**config.mk**
```make
export PLATFORM = sky130hd
export DESIGN_NAME = weighted_rr_param_arbiter_flat
export DESIGN_NICKNAME = d
export VERILOG_FILES = /design/src/rtl/arb_pkg.sv /design/src/rtl/weighted_rr_param_arbiter_if.sv /design/src/rtl/rr_priority_pick.sv /design/src/rtl/weighted_rr_param_arbiter.sv /design/src/flat_wrapper.sv
export SDC_FILE = /design/constraint.sdc
export NUM_CORES = 1
export LEC_CHECK = 0
export BUFFER_PORTS_ARGS = -buffer_cell sky130_fd_sc_hd__buf_2
export CAP_MARGIN = 20
export CORE_ASPECT_RATIO = 0.5
export CORE_MARGIN = 2
export CORE_UTILIZATION = 40
export CTS_BUF_LIST = sky130_fd_sc_hd__clkbuf_4
export CTS_CLUSTER_SIZE = 8
export DETAILED_ROUTE_END_ITERATION = 7
export MAX_ROUTING_LAYER = met4
export PLACE_DENSITY_LB_ADDON = 0.3
export SYNTH_ARGS = -nofsm -noshare
export SYNTH_HDL_FRONTEND = slang
export SYNTH_HIERARCHICAL = 1
export SYNTH_SLANG_ARGS = --single-unit
```
**constraint.sdc**
```tcl
create_clock -name clk -period 3.85 [get_ports clk]
set_input_delay 0.385 -clock clk [delete_from_list [all_inputs] [get_ports clk]]
set_output_delay 0.385 -clock clk [all_outputs]
set_load 0.01 [all_outputs]
```
**src/rtl/arb_pkg.sv**
```systemverilog
// Shared types and elaboration helpers for the weighted round-robin arbiter.
package arb_pkg;

    typedef enum logic {
        IDLE  = 1'b0,
        SERVE = 1'b1
    } arb_state_e;

    localparam int unsigned MAX_REQ = 32;

    // Index width that never collapses to zero bits.
    function automatic int unsigned clog2_min1(input int unsigned n);
        return (n <= 2) ? 1 : $clog2(n);
    endfunction

    // Largest of the first n entries of a weight table.
    function automatic int unsigned max_weight(input int unsigned w [MAX_REQ], input int unsigned n);
        int unsigned m;
        m = 0;
        for (int i = 0; i < MAX_REQ; i++) begin
            if (i < n && w[i] > m) m = w[i];
        end
        return m;
    endfunction

endpackage

```
**src/rtl/weighted_rr_param_arbiter_if.sv**
```systemverilog
// Requester-side and output-side signals of the weighted round-robin arbiter.
interface weighted_rr_param_arbiter_if
    import arb_pkg::*;
#(
    parameter int  N_REQ  = 4,
    parameter type T_DATA = logic [31:0]
);
    localparam int ID_W = clog2_min1(N_REQ);

    // A beat moves on any cycle where valid and ready are both high on the same
    // channel; valid never waits for ready, ready may depend combinationally on valid.
    logic [N_REQ-1:0] req_valid;
    T_DATA            req_data [N_REQ];
    logic [N_REQ-1:0] req_ready;
    logic             out_valid;
    T_DATA            out_data;
    logic [ID_W-1:0]  out_id;
    logic             out_ready;
    logic             busy;

    modport master (
        output req_valid, req_data, out_ready,
        input  req_ready, out_valid, out_data, out_id, busy
    );

    modport slave (
        input  req_valid, req_data, out_ready,
        output req_ready, out_valid, out_data, out_id, busy
    );

endinterface

```
**src/rtl/rr_priority_pick.sv**
```systemverilog
// Rotating-priority picker: first set request at or after ptr, wrapping to 0.
module rr_priority_pick #(
    parameter int N_REQ = 4,
    parameter int ID_W  = 2
) (
    input  logic [N_REQ-1:0] req,
    input  logic [ID_W-1:0]  ptr,
    output logic [N_REQ-1:0] gnt,
    output logic [ID_W-1:0]  idx,
    output logic             any
);

    logic [ID_W-1:0] j;

    always_comb begin
        gnt = '0;
        idx = '0;
        any = 1'b0;
        j   = '0;
        for (int k = 0; k < N_REQ; k++) begin
            j = ID_W'((int'(ptr) + k) % N_REQ);
            if (!any && req[j]) begin
                any    = 1'b1;
                gnt[j] = 1'b1;
                idx    = j;
            end
        end
    end

endmodule

```
**src/rtl/weighted_rr_param_arbiter.sv**
```systemverilog
// Weighted round-robin arbiter: a winner keeps the channel for up to WEIGHT[i]
// consecutive beats, then priority rotates; output goes through one register stage.
module weighted_rr_param_arbiter
    import arb_pkg::*;
#(
    parameter int          N_REQ          = 4,
    parameter type         T_DATA         = logic [31:0],
    parameter int unsigned WEIGHT [N_REQ] = '{default: 1}
) (
    input  logic                        clk,
    input  logic                        rst_n,
    weighted_rr_param_arbiter_if.slave  bus,
    output arb_state_e                  dbg_state
);

    function automatic int unsigned weight_max();
        int unsigned m;
        m = 0;
        for (int i = 0; i < N_REQ; i++) begin
            if (WEIGHT[i] > m) m = WEIGHT[i];
        end
        return m;
    endfunction

    localparam int ID_W   = clog2_min1(N_REQ);
    localparam int CRED_W = clog2_min1(weight_max() + 1);

    if (N_REQ < 2) begin : g_bad_n
        $error("weighted_rr_param_arbiter: N_REQ must be >= 2");
    end

    logic              w_one [N_REQ];
    logic [CRED_W-1:0] w_m1  [N_REQ];

    for (genvar g = 0; g < N_REQ; g++) begin : g_w
        if (WEIGHT[g] == 0) begin : g_bad_w
            $error("weighted_rr_param_arbiter: WEIGHT entries must be non-zero");
        end
        assign w_one[g] = (WEIGHT[g] == 1);
        assign w_m1[g]  = CRED_W'(WEIGHT[g] - 1);
    end

    arb_state_e        state, state_n;
    logic [ID_W-1:0]   owner, owner_n, ptr, ptr_n;
    logic [CRED_W-1:0] credit, credit_n;
    logic              out_valid_q;
    T_DATA             out_data_q;
    logic [ID_W-1:0]   out_id_q;

    logic              load_en, keep, xfer;
    logic [N_REQ-1:0]  gnt, pick_gnt;
    logic [ID_W-1:0]   gnt_idx, pick_idx, pick_ptr;
    logic              pick_any;

    function automatic logic [ID_W-1:0] next_id(input logic [ID_W-1:0] i);
        return (i == ID_W'(N_REQ - 1)) ? '0 : ID_W'(i + 1'b1);
    endfunction

    // A released owner hands priority to its neighbour within the same cycle.
    assign pick_ptr = (state == SERVE) ? next_id(owner) : ptr;

    rr_priority_pick #(.N_REQ(N_REQ), .ID_W(ID_W)) u_pick (
        .req (bus.req_valid),
        .ptr (pick_ptr),
        .gnt (pick_gnt),
        .idx (pick_idx),
        .any (pick_any)
    );

    always_comb begin
        load_en  = !out_valid_q || bus.out_ready;
        keep     = (state == SERVE) && bus.req_valid[owner];
        gnt      = '0;
        gnt_idx  = pick_idx;
        xfer     = 1'b0;
        state_n  = state;
        owner_n  = owner;
        ptr_n    = ptr;
        credit_n = credit;
        if (load_en) begin
            if (keep) begin
                gnt[owner] = 1'b1;
                gnt_idx    = owner;
                xfer       = 1'b1;
                if (credit > CRED_W'(1)) begin
                    credit_n = credit - 1'b1;
                end else begin
                    state_n  = IDLE;
                    ptr_n    = next_id(owner);
                    credit_n = '0;
                end
            end else begin
                // Owner went quiet: drop its leftover credit before re-arbitrating.
                if (state == SERVE) begin
                    state_n  = IDLE;
                    ptr_n    = next_id(owner);
                    credit_n = '0;
                end
                if (pick_any) begin
                    gnt  = pick_gnt;
                    xfer = 1'b1;
                    if (w_one[pick_idx]) begin
                        ptr_n = next_id(pick_idx);
                    end else begin
                        state_n  = SERVE;
                        owner_n  = pick_idx;
                        credit_n = w_m1[pick_idx];
                    end
                end
            end
        end
    end

    always_ff @(posedge clk or negedge rst_n) begin
        if (!rst_n) begin
            state       <= IDLE;
            owner       <= '0;
            ptr         <= '0;
            credit      <= '0;
            out_valid_q <= 1'b0;
            out_data_q  <= '0;
            out_id_q    <= '0;
        end else begin
            state  <= state_n;
            owner  <= owner_n;
            ptr    <= ptr_n;
            credit <= credit_n;
            if (xfer) begin
                out_valid_q <= 1'b1;
                out_data_q  <= bus.req_data[gnt_idx];
                out_id_q    <= gnt_idx;
            end else if (bus.out_ready) begin
                out_valid_q <= 1'b0;
            end
        end
    end

    assign bus.req_ready = rst_n ? gnt : '0;
    assign bus.out_valid = out_valid_q;
    assign bus.out_data  = out_data_q;
    assign bus.out_id    = out_id_q;
    assign bus.busy      = (state == SERVE);
    assign dbg_state     = state;

endmodule

```
**src/flat_wrapper.sv**
```systemverilog
// flat-port wrapper written by rule: the top's interface ports become plain ports
module weighted_rr_param_arbiter_flat import arb_pkg::*;
#(
    parameter int          N_REQ          = 4,
    parameter type         T_DATA         = logic [31:0],
    parameter int unsigned WEIGHT [N_REQ] = '{default: 1}
)
  (clk, rst_n, dbg_state, bus_req_valid, bus_req_data, bus_out_ready, bus_req_ready, bus_out_valid, bus_out_data, bus_out_id, bus_busy);
  weighted_rr_param_arbiter_if #(.N_REQ(N_REQ), .T_DATA(T_DATA)) bus_i ();
  input  logic clk;
  input  logic rst_n;
  output arb_state_e dbg_state;
  input wire logic [$bits(bus_i.req_valid)-1:0] bus_req_valid;
  input wire logic [$bits(bus_i.req_data)-1:0] bus_req_data;
  input wire logic [$bits(bus_i.out_ready)-1:0] bus_out_ready;
  output wire logic [$bits(bus_i.req_ready)-1:0] bus_req_ready;
  output wire logic [$bits(bus_i.out_valid)-1:0] bus_out_valid;
  output wire logic [$bits(bus_i.out_data)-1:0] bus_out_data;
  output wire logic [$bits(bus_i.out_id)-1:0] bus_out_id;
  output wire logic [$bits(bus_i.busy)-1:0] bus_busy;
  assign bus_i.req_valid = bus_req_valid;
  assign bus_i.req_data = {>>{bus_req_data}};
  assign bus_i.out_ready = bus_out_ready;
  assign bus_req_ready = bus_i.req_ready;
  assign bus_out_valid = bus_i.out_valid;
  assign bus_out_data = bus_i.out_data;
  assign bus_out_id = bus_i.out_id;
  assign bus_busy = bus_i.busy;
  weighted_rr_param_arbiter #(.N_REQ(N_REQ), .T_DATA(T_DATA), .WEIGHT(WEIGHT)) u_core (.clk(clk), .rst_n(rst_n), .bus(bus_i), .dbg_state(dbg_state));
endmodule
```
Word level (Yosys, flattened, before mapping)
Index checks and enable logic that the tools add are counted.
Word-level totals
  register bits after elaboration: 41
  bits of input ports: 135
  output and inout bits: 41
Cells by class
  add/subtract/negate cells: 6
  $lt $le $gt $ge: 13
  eq/ne operators: 3
  muxes and demuxes: 68
  bitwise logic cells: 7
  reduce and logical (&&, ||, !) cells: 17
Operators by type and width (number)
  binary-select mux 32 bit (select 2 bit): 1
  two-way mux 32 bit: 2
  two-way mux 1 bit: 32
  two-way mux 4 bit: 8
  two-way mux 2 bit: 13
  < comparator 2 x 3 -> 1 bit (second input constant): 5
  binary-select mux 1 bit (select 2 bit): 7
  bitwise OR 4 bit: 3
  demux 1 bit (select 2 bit): 5
  greater-or-equal comparator 2 x 1 -> 1 bit (second input constant): 5
  logical AND 1 bit: 9
  adder 2 x 1 -> 2 bit (second input constant): 3
  greater-or-equal comparator 3 bit (second input constant): 2
  NOT 2 -> 3 bit: 2
  adder 2 bit (second input constant): 2
  equality test 2 bit (second input constant): 2
  zero test 1 bit: 4
  AND reduction 4 bit: 1
  != test 2 bit (second input constant): 1
  NOT 1 bit: 2
  AND reduction 2 bit: 1
  nonzero test 2 bit: 1
  greater-than comparator 1 bit (second input constant): 1
  logical OR 1 bit: 1
  subtractor 1 bit (second input constant): 1

Longest topological paths before layout
Gate-level depths: netlist (run 1).
  depth after elaboration: 22
  gate-level depth with buffers: 12
  mapped depth without buffers: 9

Hierarchy
Netlist (run 1), hierarchy kept.
Modules (own cells, without submodules)
  weighted_rr_param_arbiter: instances 1, cells each 130, area an instance 2369.8 µm², sequential area each 925.9 µm²
  rr_priority_pick: instances 1, cells each 45, area an instance 419.2 µm², sequential area each 0.0 µm²

Worst setup path before layout (run 1)
OpenSTA, ideal clock, no wires.
  path type: register to register
  from: register u_core.ptr[0]
  to: register u_core.out_data_q (netlist bit u_core/bus.out_data[0])
  data arrival time: 2.892 ns
  setup slack: 0.833 ns
  cell stages (with the launch flop): 13
  path buffers: 4
  cell sequence: dfrtp_1 -> buf_6 -> inv_1 -> ha_1 -> mux4_2 -> buf_6 -> and2b_2 -> o21ai_0 -> o31ai_1 -> buf_6 -> buf_12 -> mux4_2 -> mux2_4
Between the ends
  word-level cells in the longest chain between the ends: 19
  elaborated cells between the ends (all ways): 35
  classes of those cells: add/sub (3); mux (25); bitwise (1); reduce/logical (6)
RTL lines
  start, declared: line weighted_rr_param_arbiter.sv:44  | logic [ID_W-1:0] owner, owner_n, ptr, ptr_n;
  start signal, assigned: line weighted_rr_param_arbiter.sv:126  | ptr <= ptr_n;
  two-way mux 2 bit (*): line weighted_rr_param_arbiter.sv:60  | assign pick_ptr = (state == SERVE) ? next_id(owner) : ptr;
  parallel branches: the longest is 11 deep, another holds adder 2 x 1 -> 2 bit
  two-way mux 2 bit (*): line rr_priority_pick.sv:22  | if (!any && req[j]) begin
  two-way mux 2 bit: line weighted_rr_param_arbiter.sv:81  | if (keep) begin
  two-way mux 2 bit (*): line weighted_rr_param_arbiter.sv:80  | if (load_en) begin
  via u_core.gnt_idx[0]: line weighted_rr_param_arbiter.sv:52  | logic [ID_W-1:0] gnt_idx, pick_idx, pick_ptr;
  NOT 2 -> 3 bit (not written as such) (*): line weighted_rr_param_arbiter.sv:130  | out_data_q <= bus.req_data[gnt_idx];
  binary-select mux 32 bit (select 2 bit) (*): line weighted_rr_param_arbiter.sv:130
  two-way mux 32 bit (not written as such) (*) (2 in series): line weighted_rr_param_arbiter.sv:130
  end signal, assigned: line weighted_rr_param_arbiter.sv:130
  end, declared: line weighted_rr_param_arbiter.sv:47  | T_DATA out_data_q;
Mark *: on every way through the listed nets, which the timed path passes. The select of a mux whose other input is x is not followed.
A chain may end at the register's enable or synchronous reset.

Final worst setup path (run 1)
  from: register u_core.ptr[0]
  to: output bus_req_ready[1]
Between the ends
  word-level cells in the longest chain between the ends: 17
  elaborated cells between the ends (all ways): 53
  classes of those cells: add/sub (3); order compare (8); mux (29); bitwise (3); reduce/logical (10)
RTL lines
  two-way mux 2 bit (*): line weighted_rr_param_arbiter.sv:60
  parallel branches: the longest is 11 deep, another holds adder 2 x 1 -> 2 bit
  two-way mux 1 bit (*): line rr_priority_pick.sv:22
  via u_core.pick_any: line weighted_rr_param_arbiter.sv:53  | logic pick_any;
  two-way mux 4 bit (*): line weighted_rr_param_arbiter.sv:99  | if (pick_any) begin
  two-way mux 4 bit (*): line weighted_rr_param_arbiter.sv:81
  two-way mux 4 bit (*): line weighted_rr_param_arbiter.sv:80
  two-way mux 4 bit (*): line weighted_rr_param_arbiter.sv:138  | assign bus.req_ready = rst_n ? gnt : '0;
  end, declared: line flat_wrapper.sv:16  | output wire logic [$bits(bus_i.req_ready)-1:0] bus_req_ready;
Marks and branches as above.

==> results of run 1 <==
-- kinds of logic (layout without fill, tap and decap cells) --
family          Yosys count  count (layout)
other cells               1               2
compound gates           18              18
simple gates             17              17
flops                    37              37
fa+ha+maj                 6               6
mux                      75              75
buf+inv                  21             192
-- registers in the layout (all words and copies together), names as in the netlist --
name	count
u_core/bus.out_valid	1
u_core/bus.out_id	2
u_core/ptr	2
u_core/bus.out_data	32
-- power by group through the flow --
| stage | clock, uW | combinational (uW) | sequential [uW] |
|---|---|---|---|
| 3_3_place_gp | 0 | 2540 | 709 |
| 5_1_grt | 221 | 2790 | 733 |
| 3_5_place_dp | 0 | 2620 | 715 |
| 4_1_cts | 204 | 2620 | 711 |
| 6_report | 192 | 2600 | 710 |
| 2_1_floorplan | 0 | 2090 | 813 |
-- per-layer routing --
metal  wire length, microns  vias to the layer above  global-route usage [%]
met4                    124                        0                   6.322
met3                    404                       12                   3.650
met2                   4032                       72                   35.54
met5                      0                        -                       -
li1                       -                     1043                       -
met1                   2821                     1132                   21.66
-- area by class of cell --
type,instances,area share (%)
clock buffers,5,1.005
clock inverters,3,0.3350
inverters,4,0.4020
multi-input cells,118,45.80
flip-flops and latches,37,24.79
well taps,92,3.082
repair buffers,180,24.59
-- synthesized netlist by cell type --
cell type,number,share of area [%]
a32o_1,1,0.36
mux2_4,28,15
mux2i_1,1,0.36
mux4_1,6,5.7
mux2_2,10,4.0
buf_6,3,1.2
o31ai_1,1,0.27
and2_1,1,0.22
a22oi_1,8,2.2
nand2b_1,3,0.67
nor4_1,1,0.22
nor2_1,3,0.40
mux4_2,30,24
buf_4,4,1.1
nand2_1,2,0.27
clkbuf_1,2,0.27
buf_12,3,2.2
conb_1,1,0.13
and3_1,4,0.90
o21ai_0,5,0.90
ha_1,6,2.7
o211ai_1,1,0.27
dfrtp_1,37,33
nor4b_4,1,0.85
buf_2,5,0.90
and2b_2,1,0.31
a21oi_1,1,0.18
nor3_1,1,0.18
o311ai_0,1,0.31
inv_1,4,0.54
-- metrics by stage --
| stage | setup WS, ns | cells | util [%] | total power [uW] |
|---|---|---|---|---|
| global route | 0.3711 | 439 | 55.52 | 3741 |
| detailed placement | 0.6493 | 431 | 54.78 | 3338 |
| floorplan | 0.8332 | 176 | - | 2903 |
| CTS | 0.5664 | 439 | 55.52 | 3539 |
| finish | 0.5922 | 439 | 55.52 | 3497 |
| global placement | 0.7457 | 431 | 54.78 | 3249 |
-- how the worst max path moves through the flow --
stage                         startpoint  slack, ns                                  end
2_1_floorplan  u_core/ptr[0]$_DFFE_PN0P_       0.83   u_core/bus.out_data[0]$_DFFE_PN0P_
3_3_place_gp   u_core/ptr[0]$_DFFE_PN0P_       0.75  u_core/bus.out_data[26]$_DFFE_PN0P_
3_5_place_dp   u_core/ptr[0]$_DFFE_PN0P_       0.65   u_core/bus.out_data[7]$_DFFE_PN0P_
4_1_cts        u_core/ptr[0]$_DFFE_PN0P_       0.57                     bus_req_ready[2]
5_1_grt        u_core/ptr[0]$_DFFE_PN0P_       0.37                     bus_req_ready[0]
6_report       u_core/ptr[0]$_DFFE_PN0P_       0.59                     bus_req_ready[1]
==> metrics, run 1 <==
clock share of power=5.5%; Required @ worst endpoint=3.46 ns; CP max-delay cell=mux4_2; Final HPWL DP=5.810 mm; die height=63.05 microns; FF-to-FF setup slack=0.64 ns; global-route wire length before repair=11.40 mm; clk_skew=0.007122 ns; Vias/cell=5.146; Yosys reg bits=37; Largest stage delay, worst path=0.69 ns; Logic pwr share=74.2%; HP Class=in -> async; Worst VDD drop=0.4141 mV; RSZ-0062 raised after global routing=no; CTS Buffer Depth=2; Synth Area in Simple Gates=4.038%; R2R Path End=u_core/bus.out_data[30]$_DFFE_PN0P_; share of cells above drive strength 1=74.35%; Starting DRT DRC Count=78; Sw Share=37.94%; Worst R2R Path Depth=8; layout net count=487; dpl cell area=3685 sq um; CP Depth=7; die footprint=7697 sq um; Crit path max-delay family=simple AND/OR/NAND/NOR gates; Setup Buffers After CTS=0; input/output buffers=173; Clock transition at path regs=0.11 ns; area occupied by multi-input gates=1710 sq um; status=finished, final reports clean; Setup crit end kind=output port; switching power=1327 uW; initial antenna violation count=0; pin count of the biggest net entering global routing=38; sequential share of the synthesized area=33.20%; max-cap violations=0; CTS Root Cell=clkbuf_4; htree depth=2; Synth Area in Adders=2.692%; First-pass DRT Iterations=4; Min Hold Slack=0.1898 ns; CTS tree=built; post-synthesis mux area share=49.35%; mapped cell area=2789 sq um; startpoint class of the critical path=register; Antenna diodes=0; Routed Antenna Nets=0; WS Path Type=reg -> out; Inserted Clock Buffers=5; most frequent cells in the layout=buf_2 (173), dfrtp_1 (37), mux4_2 (30), mux2_4 (28), mux2_2 (10); Post-CTS Hold Fix Bufs=0; CTS resizes=0; design area=3735 sq um; total global routing overflow=0; die width=122.1 microns; RR Startpoint=u_core/ptr[0]$_DFFE_PN0P_; vias in the first global route=2,434; leakage=0.001861 uW; Starting Density=41.46%; residual DRC count=0; Hold Fails Final Rpt=0; Synth warnings=6; post-layout min period=3.258 ns; fmax=307.0 MHz; internal power=2170 uW; Clock Sinks=37; Worst EP arrival=2.87 ns; Mapped Cells=175; Filler cells=590; complex-gate fraction of the synthesized area=4.441%; Setup Viol. Count Final=0; Area Overhead vs Synth=33.92%; Reg area=925.9 sq um; combinational family with the most area after synthesis=multiplexers; worst slew margin relative to its limit=56.08%; DRT Wirelength=7.383 mm; Slew Limit Fails=0; total vias in the final route=2,259; Slew @ Worst Pin=0.6588 ns; Netlist cell types=30; row count=21; Final Cycle Share=84.62%; core area=6726 sq um; Seq pwr share=20.3%; CP Cell Sequence=buf_4 -> mux4_2 -> nor3_1 -> nand2b_1 -> and2_2 -> and3_1 -> buf_2; Mean Syn Cell Area=15.94 sq um; Synth Area in XOR/XNOR=0%; Worst-Skew Late Latency=0.33 ns; CP bufs+invs=2; setup_tns=0 ns; critical path fanouts, max=22; Top Ports=176; routed len/inst=16.82 microns; Overall Global Routing Usage=19.52%; PD cells=936.3 nW/um^2; commonest non-fill, non-tap cell in the layout=buf_2; Placer Congestion=0.9074
Power figures use the tool's default switching activity.
==> run 2: changes to the inputs <==
Clock period 3.85 ns to 2.95 ns, I/O delays scaled along.
==> metrics, run 2 (same netlist as run 1, synthesis figures left out) <==
share of cells above drive strength 1=78.30% (+3.9 points); die height=63.05 microns (unchanged); commonest non-fill, non-tap cell in the layout=buf_2; row count=21 (unchanged); Final Cycle Share=95.61%; post-layout min period=2.821 ns; CTS Buffer Depth=2 (unchanged); RSZ-0062 raised after global routing=no; residual DRC count=0 (unchanged); Clock transition at path regs=0.12 ns (about the same); Worst VDD drop=0.7047 mV (+70%); Setup Viol. Count Final=0 (unchanged); Reg area=928.4 sq um (+0.27%); Post-CTS Hold Fix Bufs=0 (unchanged); die width=122.1 microns (unchanged); CTS Root Cell=clkbuf_4; Starting Density=41.46% (unchanged); area occupied by multi-input gates=1728 sq um (+1.0%); DR WL met2=4.081 mm (+1.2%); Inserted Clock Buffers=5 (unchanged); WS Path Type=reg -> reg; Overall Global Routing Usage=20.02% (+0.50 points); critical path fanouts, max=14 (-36%); Top Ports=176 (unchanged); CP Cell Sequence=inv_2 -> ha_4 -> mux4_2 -> and2b_2 -> o21ai_1 -> o31ai_4 -> buf_12 -> buf_12 -> mux4_2 -> mux2_4; clk_skew=0.007903 ns (+0.0007811 ns); PD cells=1324 nW/um^2 (+41%); Worst-Skew Late Latency=0.33 ns (about the same); routed len/inst=16.32 microns (-3.0%); most frequent cells in the layout=buf_2 (173), dfrtp_1 (35), mux4_2 (32), mux2_4 (28), buf_4 (15); Placed Cells=444 (+3.0%); fin util=59.62% (+4.1 points); metal3 WL=304 microns (-25%); Hold Fails Final Rpt=0 (unchanged); Slew Limit Fails=0 (unchanged); Clock Sinks=37 (unchanged); DRT Wirelength=7.442 mm (+0.80%); input/output buffers=173 (unchanged); CP bufs+invs=3 (+1); pin count of the biggest net entering global routing=38 (unchanged); Required @ worst endpoint=3.18 ns (-0.28 ns); total power=5308 uW (+52%); max reg flops=32 (unchanged); Vias/cell=5.053 (-1.8%); Worst EP arrival=3.05 ns (+0.18 ns); HP Class=in -> async; Starting DRT DRC Count=78 (unchanged); Layout Cells excl Fill=456 (+3.9%); die footprint=7697 sq um (unchanged); CP max-delay cell=mux4_2; met1 WL=2.991 mm (+6.0%); total global routing overflow=0 (unchanged); leakage=0.001982 uW (+6.5%); First-pass DRT Iterations=4 (unchanged); CTS tree=built; htree depth=2 (unchanged); highest routed layer=met4; Crit path max-delay family=multiplexers; fmax=354.5 MHz; Largest stage delay, worst path=0.51 ns (-0.18 ns); status=finished, final reports clean; Filler cells=560 (-5.1%); Antenna diodes=0 (unchanged); max-cap violations=0 (unchanged); Routed Antenna Nets=0 (unchanged); global-route wire length before repair=11.71 mm (+2.7%); Placer Congestion=0.8222 (-9.4%); layout net count=505 (+3.7%); vias in the first global route=2,440 (+0.25%); startpoint class of the critical path=register; core area=6726 sq um (unchanged); initial antenna violation count=0 (unchanged); total vias in the final route=2,304 (+2.0%); Final HPWL DP=6.070 mm (+4.5%); Setup crit end kind=register; Area Overhead vs Synth=43.79%
## run 2: metal layers
layer  GRT usage (%)  up-vias
li1                -     1082
met1           24.12     1146
met3           2.920        6
met5               -        -
met4           4.598        0
met2           35.75       70
## run 2: area by class of cell
class                      instances  share of cell area [%]
tap                               92                   2.871
multi-input combinational        118                   43.09
clock buffer                       5                  0.9360
timing repair buffer             198                   29.30
inverter                           4                  0.3744
clock inverter                     2                  0.2808
sequential                        37                   23.15
## run 2: stage by stage
step / hold slack, ns / area [sq um] / TNS [ns] / setup slack [ns]
2_1_floorplan: -0.0005911 / 2806 / 0 / 0.007488
3_3_place_gp: 0.4404 / 3860 / 0 / 0.002395
3_5_place_dp: 0.4446 / 3860 / -0.8417 / -0.05059
4_1_cts: 0.05687 / 3958 / 0 / 0.004299
5_1_grt: 0.07894 / 4010 / 0 / 0.01146
6_report: 0.06896 / 4010 / 0 / 0.1294
## run 2: worst paths after layout
check,from,endpoint,slack [ns],cells past startpoint
setup / recovery,u_core/ptr[0]$_DFFE_PN0P_,u_core/bus.out_data[29]$_DFFE_PN0P_,0.13,10
hold / removal,rst_n,u_core/bus.out_data[3]$_DFFE_PN0P_,0.07,2
setup reg to reg,u_core/ptr[0]$_DFFE_PN0P_,u_core/bus.out_data[29]$_DFFE_PN0P_,0.13,10
hold reg to reg,u_core/bus.out_id[1]$_DFFE_PN0P_,u_core/bus.out_id[1]$_DFFE_PN0P_,0.51,1
max in group asynchronous,rst_n,u_core/ptr[0]$_DFFE_PN0P_,2.52,2
min in group clk,bus_out_ready,u_core/bus.out_valid$_DFFE_PN0P_,0.27,3
## run 2: report_power, final
part           leakage, uW  switching [uW]  internal, uW
combinational      0.00153            1590          2520
clock            0.0000247             170          85.8
sequential        0.000428             161           791
total              0.00198            1920          3390
## run 2: what timing repair did
action,in CTS,in global routing
cloned,0,1
pin swaps,1,2
resized for setup,1,7
endpoints found under the setup margin,31,23
setup buffers,3,1
